==> src/rtl/conv_pkg.sv <==
// Shared constants and types for the convolution RAM arbiter.
package conv_pkg;

    localparam int ADDR_W_DEF = 16;
    localparam int DATA_W_DEF = 10;
    localparam int N_REQ      = 3;

    localparam int REQ_HOST  = 0;
    localparam int REQ_FETCH = 1;
    localparam int REQ_WB    = 2;

    typedef enum logic {
        ARB_IDLE = 1'b0,
        ARB_OWN  = 1'b1
    } arb_state_e;

endpackage

==> src/rtl/rr_pick.sv <==
// Combinational round-robin pick: first set bit of req & ~excl at or above ptr, wrapping.
module rr_pick #(
    parameter int N  = 3,
    parameter int IW = (N > 1) ? $clog2(N) : 1
) (
    input  logic [N-1:0]  req,
    input  logic [IW-1:0] ptr,
    input  logic [N-1:0]  excl,
    output logic          valid,
    output logic [IW-1:0] idx
);

    logic [N-1:0] cand;

    always_comb begin
        cand  = req & ~excl;
        valid = 1'b0;
        idx   = '0;
        // Walk from farthest to nearest so the closest candidate to ptr wins.
        for (int k = N - 1; k >= 0; k--) begin
            if (cand[(int'(ptr) + k) % N]) begin
                valid = 1'b1;
                idx   = IW'((int'(ptr) + k) % N);
            end
        end
    end

endmodule

==> src/rtl/ram_arbiter.sv <==
// Round-robin arbiter sharing one single-port RAM between requesters, with
// per-grant burst limit, burst lock and read-return routing.
module ram_arbiter #(
    parameter int N_REQ     = conv_pkg::N_REQ,
    parameter int ADDR_W    = conv_pkg::ADDR_W_DEF,
    parameter int DATA_W    = conv_pkg::DATA_W_DEF,
    parameter int MAX_BURST = 16
) (
    input  logic                      clk,
    input  logic                      rstn,
    input  logic [N_REQ-1:0]          req,
    input  logic [N_REQ-1:0]          lock,
    input  logic [N_REQ-1:0]          we,
    input  logic [N_REQ*ADDR_W-1:0]   addr,
    input  logic [N_REQ*DATA_W-1:0]   wdata,
    output logic [N_REQ-1:0]          gnt,
    output logic [N_REQ-1:0]          rvalid,
    output logic [DATA_W-1:0]         rdata,
    output logic                      ram_en,
    output logic                      ram_we,
    output logic [ADDR_W-1:0]         ram_addr,
    output logic [DATA_W-1:0]         ram_wdata,
    input  logic [DATA_W-1:0]         ram_rdata,
    output logic                      busy
);

    import conv_pkg::*;

    localparam int IW    = (N_REQ > 1) ? $clog2(N_REQ) : 1;
    localparam int CNT_W = $clog2(MAX_BURST) + 1;
    localparam logic [CNT_W:0] BURST_LIM = (CNT_W + 1)'(MAX_BURST);

    arb_state_e       state_q, state_d;
    logic [IW-1:0]    owner_q, owner_d;
    logic [IW-1:0]    ptr_q, ptr_d;
    logic [CNT_W-1:0] cnt_q, cnt_d;
    logic [N_REQ-1:0] gnt_q, gnt_d;
    logic [N_REQ-1:0] rvalid_q, rvalid_d;

    logic [IW-1:0]    nxt_ptr, pick_ptr, pick_idx;
    logic [N_REQ-1:0] pick_excl, owner_oh;
    logic [CNT_W:0]   cnt_inc;
    logic             pick_vld, own_req, burst_end, release_own;

    // In OWN the pick starts past the owner and skips it, so a released
    // owner can never immediately re-win.
    rr_pick #(.N(N_REQ), .IW(IW)) u_pick (
        .req   (req),
        .ptr   (pick_ptr),
        .excl  (pick_excl),
        .valid (pick_vld),
        .idx   (pick_idx)
    );

    always_comb begin
        owner_oh          = '0;
        owner_oh[owner_q] = 1'b1;
        nxt_ptr     = (owner_q == IW'(N_REQ - 1)) ? '0 : owner_q + 1'b1;
        own_req     = (state_q == ARB_OWN) && req[owner_q];
        pick_ptr    = (state_q == ARB_OWN) ? nxt_ptr : ptr_q;
        pick_excl   = (state_q == ARB_OWN) ? owner_oh : '0;
        cnt_inc     = {1'b0, cnt_q} + 1'b1;
        burst_end   = cnt_inc >= BURST_LIM;
        release_own = !req[owner_q] || (burst_end && !lock[owner_q] && pick_vld);
    end

    assign ram_en    = own_req;
    assign ram_we    = own_req && we[owner_q];
    assign ram_addr  = addr[owner_q*ADDR_W +: ADDR_W];
    assign ram_wdata = wdata[owner_q*DATA_W +: DATA_W];
    assign gnt       = gnt_q;
    assign busy      = |gnt_q;
    assign rvalid    = rvalid_q;
    assign rdata     = (|rvalid_q) ? ram_rdata : '0;

    always_comb begin
        state_d  = state_q;
        owner_d  = owner_q;
        ptr_d    = ptr_q;
        cnt_d    = cnt_q;
        gnt_d    = gnt_q;
        rvalid_d = (own_req && !we[owner_q]) ? owner_oh : '0;
        case (state_q)
            ARB_IDLE: begin
                if (pick_vld) begin
                    state_d         = ARB_OWN;
                    owner_d         = pick_idx;
                    gnt_d           = '0;
                    gnt_d[pick_idx] = 1'b1;
                    cnt_d           = '0;
                end
            end
            ARB_OWN: begin
                if (release_own) begin
                    ptr_d = nxt_ptr;
                    cnt_d = '0;
                    gnt_d = '0;
                    if (pick_vld) begin
                        owner_d         = pick_idx;
                        gnt_d[pick_idx] = 1'b1;
                    end else begin
                        state_d = ARB_IDLE;
                    end
                end else if (req[owner_q] && cnt_inc <= BURST_LIM) begin
                    // Saturate so a long locked burst cannot wrap the count.
                    cnt_d = cnt_inc[CNT_W-1:0];
                end
            end
            default: state_d = ARB_IDLE;
        endcase
    end

    always_ff @(posedge clk or negedge rstn) begin
        if (!rstn) begin
            state_q  <= ARB_IDLE;
            owner_q  <= '0;
            ptr_q    <= '0;
            cnt_q    <= '0;
            gnt_q    <= '0;
            rvalid_q <= '0;
        end else begin
            state_q  <= state_d;
            owner_q  <= owner_d;
            ptr_q    <= ptr_d;
            cnt_q    <= cnt_d;
            gnt_q    <= gnt_d;
            rvalid_q <= rvalid_d;
        end
    end

endmodule

==> config.mk <==
export PLATFORM = sky130hd
export DESIGN_NAME = ram_arbiter
export DESIGN_NICKNAME = d
export VERILOG_FILES = /design/src/rtl/conv_pkg.sv /design/src/rtl/rr_pick.sv /design/src/rtl/ram_arbiter.sv
export SDC_FILE = /design/constraint.sdc
export NUM_CORES = 1
export LEC_CHECK = 0
export BUFFER_PORTS_ARGS = -buffer_cell sky130_fd_sc_hd__buf_2
export CAP_MARGIN = 30
export CELL_PAD_IN_SITES_DETAIL_PLACEMENT = 2
export CELL_PAD_IN_SITES_GLOBAL_PLACEMENT = 2
export CORE_ASPECT_RATIO = 1.75
export CORE_MARGIN = 4
export CORE_UTILIZATION = 18
export DETAILED_ROUTE_END_ITERATION = 8
export PLACE_DENSITY_LB_ADDON = 0.1
export SYNTH_ARGS = -nofsm -noshare
export SYNTH_HDL_FRONTEND = slang
export SYNTH_SLANG_ARGS = --single-unit
==> constraint.sdc <==
create_clock -name clk -period 2.6 [get_ports clk]
set_input_delay 0.13 -clock clk [delete_from_list [all_inputs] [get_ports clk]]
set_output_delay 0.13 -clock clk [all_outputs]
set_load 0.05 [all_outputs]
After elaboration in Yosys (flattened, before gate mapping) --
Cells that the tools add are included.
Word-level totals: output and inout bits 45, flip-flop bits (word level) 16, input port bits 99, word-level logic and storage cells 93
Cells by class: bitwise logic cells 3, div/mod/pow operators 3, multiply operators 1, reduce and logical (&&, ||, !) cells 17, shifts and indexed selects 2, equality and inequality tests 4, magnitude comparators 9, mux-type cells 44, add/sub/neg operators 4
Operators by type and width (number):
- $lt A32 B4 Y1 const B | 3
- $mod A32 B3 Y32 const B | 2
- $shiftx A48 B7 Y16 | 1
- $mod A3 B3 Y32 const B | 1
- $shiftx A30 B7 Y10 | 1
- $mux W1 | 16
- $mux W3 | 5
- $mux W5 | 3
- $mux W2 | 7
- $bmux W1 S2 | 6
- $mux W10 | 1
- $pmux W5 S2 | 1
- $logic_and A1 B1 Y1 | 8
- $add A5 B1 Y6 const B | 1
- $ge A6 B5 Y1 const B | 1
- $le A6 B5 Y1 const B | 1
- $lt A2 B3 Y1 const B | 2
- $pmux W3 S2 | 1
- $reduce_and A2 Y1 | 3
- $reduce_or A3 Y1 | 2
- $mul A2 B3 Y5 const B | 1
- $demux W1 S2 | 2
- $ge A2 B1 Y1 const B | 2
- $pmux W2 S2 | 1
- other kinds (13) | 15

Longest topological paths before layout --
depth in word-level cells 20, gate-level depth with buffers 8

Modules after synthesis --
A second synthesis with hierarchy kept.
Second synthesis, totals: cell total of the unflattened synthesis 225, area, all modules 1715.4 µm²
By module, submodules not included:
- ram_arbiter | seq. area each 400.4 µm², instances 1, cells an instance 201, area each 1562.7 µm²
- rr_pick | seq. area each 0.0 µm², instances 1, cells an instance 24, area each 152.6 µm²

Worst setup path before layout --
No wires, ideal clock.
path type flip-flop to output port, start point reg owner_q[1], end point out ram_addr[10], data required time 2.470 ns, buffers on the path 2, arrival time 2.193 ns, slack 0.277 ns, cell stages (with the launch flop) 5, path through dfrtp_1 > buf_6 > clkbuf_1 > mux2i_1 > o21ai_0
Between the ends: word-level cells in the longest chain between the ends 1
RTL lines:
- from (decl) | line ram_arbiter.sv:34 | logic [IW-1:0] owner_q, owner_d;
- from (signal assigned) | line ram_arbiter.sv:123 | owner_q <= owner_d;
- $shiftx A48 B7 Y16 | line ram_arbiter.sv:69 | assign ram_addr = addr[owner_q*ADDR_W +: ADDR_W];
- to (decl) | line ram_arbiter.sv:21 | output logic [ADDR_W-1:0] ram_addr,
Every way passes these cells.

Worst setup path after layout --
start point reg owner_q[1], end point reg cnt_q[2]
Between the ends: word-level cells in the longest chain between the ends 17
RTL lines:
- parallel branches: the longest is 17 deep, another holds $mod A32 B3 Y32
- to (signal assigned) | line ram_arbiter.sv:125 | cnt_q <= cnt_d;
- to (decl) | line ram_arbiter.sv:36 | logic [CNT_W-1:0] cnt_q, cnt_d;
Several ways; the timed one is not identified. The select of a mux whose other input is x is not followed. A chain may end at the register's enable or synchronous reset.

==> reports/metrics.csv <==
metric,value,unit
Area Growth Syn to Fin,56.1,%
ANT cells,0,
fin. max-slew vios,0,
DR vias,2149,
Residual DRC,0,
chip width,80.5,um
largest net degree at the start of global routing,30,
vias in the first global route,2409,
layout cells sized above 1,46.6,%
clk sinks,16,
CTS tree,built,
number of synthesized flops with an enable pin,0,
Root Buffer,clkbuf_16,
unrepaired setup endpoints after global routing,false,
clock skew,0.000771,ns
CP Data Arrival Time,2.35,ns
H-Tree Depth,1,
drt pass-1 iters,3,
grt total ovfl,0,
Max Cap Viol,0,
Worst Tran Pin Value,0.443,ns
"Clk Latency, worst-skew pair",0.25,ns
critical path launch point type,register,
worst setup margin,0.385,ns
DR iter-0 viols,50,
Slew headroom,70.5,%
CTS buffer count,3,
Routability Congestion,0.735,
synth warn,0,
Cell variety after synth,43,
Max clock buf depth,2,
initial antenna violation count,0,
Hold Crit Class,primary input to register,
Lkg Pwr,1.31,nW
DR WL/cell,16.0,um
row cnt,46,
first-pass GRT wire length,11800,um
crit path max fanout,15,
minimum clock period,2.21,ns
utilization after layout,28.6,%
vias per inst,4.55,
Worst Path Required,2.73,ns
final WL,7560,um
Initial Utilization,18.3,%
final setup TNS,0,ns
die area,0.0109,mm2
Placement Setup Slack,0.348,ns
outcome,"complete, no violations",
die height,135,um
synthesized flop and latch total,16,
Total GRT Usage,13.8,%
register area share after synthesis,24.2,%
Synth Net Count,313,
final worst-path cycle share,85.2,%
I/O pins,144,
Post-Syn Instances,213,
Peak VDD IR,0.469,mV
Nets,453,
fill cell count,1118,
Post-Syn Area,0.00166,mm2
Avg Synthesized Cell Area,7.78,um2
Worst Setup Path Type,register to register,
count of final setup violators,0,
pwr dens,1280,mW/mm2
Final Hold Violating Endpoints,0,
detailed placement HPWL,6440,um
most frequent cells in the layout,"buf_2 (143), nand2_1 (33), mux2i_1 (32)",
core area,0.00904,mm2
FMAX,452,MHz
ys flop type,dfrtp_1,
Post-synth ARST share,100,%
"commonest non-fill, non-tap cell in the layout",buf_2,
crit end category,register,
Hold Slack,0.0523,ns
clock slew at reported path FFs,0.05,ns
Routed Antenna Nets,0,
buffers added on ports,143,
==> area by class of cell <==
class	instances	area, um2	area share (%)
clock buffer	4	78.8	3.05
multi-input combinational	173	1150	44.5
timing repair buffer	150	771	29.8
tap	120	150	5.81
inverter	9	33.8	1.31
sequential	16	402	15.5
==> cell families (layout without fill, tap and decap cells) <==
family / Yosys count / count (layout) / synth area share [%]
AO/OA/AOI/OAI: 56 / 56 / 21.1
XOR/XNOR: 3 / 3 / 1.59
adder cells (fa/ha/maj): 1 / 1 / 0.755
buffers and inverters: 24 / 163 / 6.34
flip-flops: 16 / 16 / 24.2
multiplexers: 36 / 36 / 22.1
AND/OR/NAND/NOR: 77 / 77 / 23.9
==> power by group <==
group | total [mW] | internal [mW] | switching (mW)
registers | 0.464 | 0.328 | 0.136
clock network | 0.307 | 0.208 | 0.0991
logic | 2.55 | 0.706 | 1.84
==> sequential cells by signal, summed over array words and instances (netlist names) <==
name / count
cnt_q: 5
gnt: 3
owner_q: 2
ptr_q: 2
rvalid: 3
state_q: 1
==> worst max-delay path, stage by stage, from the launching register on <==
cell and delay [ns]:
dfrtp_2 0.61, buf_4 0.29, nand3_1 0.10, a22oi_1 0.14
o211ai_1 0.18, and2_4 0.21, o21a_1 0.25, a211o_1 0.31
==> synthesized netlist by cell type (all sizes together) (2+ instances only) <==
master	instances	area [um2]
a21oi	5	25.0
a22o	3	26.3
buf	6	36.3
clkbuf	9	35.0
dfrtp	16	400
inv	9	33.8
mux2	4	45.0
mux2i	32	320
nand2	33	124
nand2b	2	12.5
nand3	6	30.0
nor2	7	26.3
nor2b	14	90.1
nor3	2	10.0
nor3b	4	35.0
nor4	3	18.8
nor4b	3	26.3
o21ai	32	160
o22ai	3	18.8
xnor2	2	17.5
==> timing repair <==
item | in CTS | in global routing
endpoints found under the hold margin | 16 | 0
gates resized for setup | 0 | 0
setup buffers | 0 | 0
hold buffers | 1 | 0
==> stage by stage <==
stage | std cells | power, mW | instance area [um2]
finish | 472 | 3.32 | 2590
global route | 472 | 3.56 | 2590
CTS | 472 | 3.39 | 2590
detailed placement | 467 | 3.07 | 2500
global placement | 467 | 3.04 | 2500
floorplan | 213 | 2.40 | 1660
==> worst paths after layout <==
| kind | start | to | slack, ns | depth (start not counted) |
|---|---|---|---|---|
| worst max-delay path | owner_q[1] | cnt_q[2] | 0.39 | 7 |
| worst min-delay path | we[0] | rvalid[0] | 0.05 | 2 |
| worst max register to register | owner_q[1] | cnt_q[2] | 0.39 | 7 |
| worst min register to register | gnt[2] | gnt[2] | 0.57 | 2 |
| max in group asynchronous | rstn | owner_q[1] | 1.97 | 2 |
| min in group asynchronous | rstn | gnt[0] | 0.34 | 2 |
==> layer usage <==
metal  global-route usage [%]  share of wire (%)  vias up
met4                     2.82               0.93        0
met1                     13.2                 32     1033
li1                         -                  -     1031
met3                     4.27                8.6        5
met5                        0                  0        -
met2                     27.7                 58       80
(Power assumes the default switching activity.)
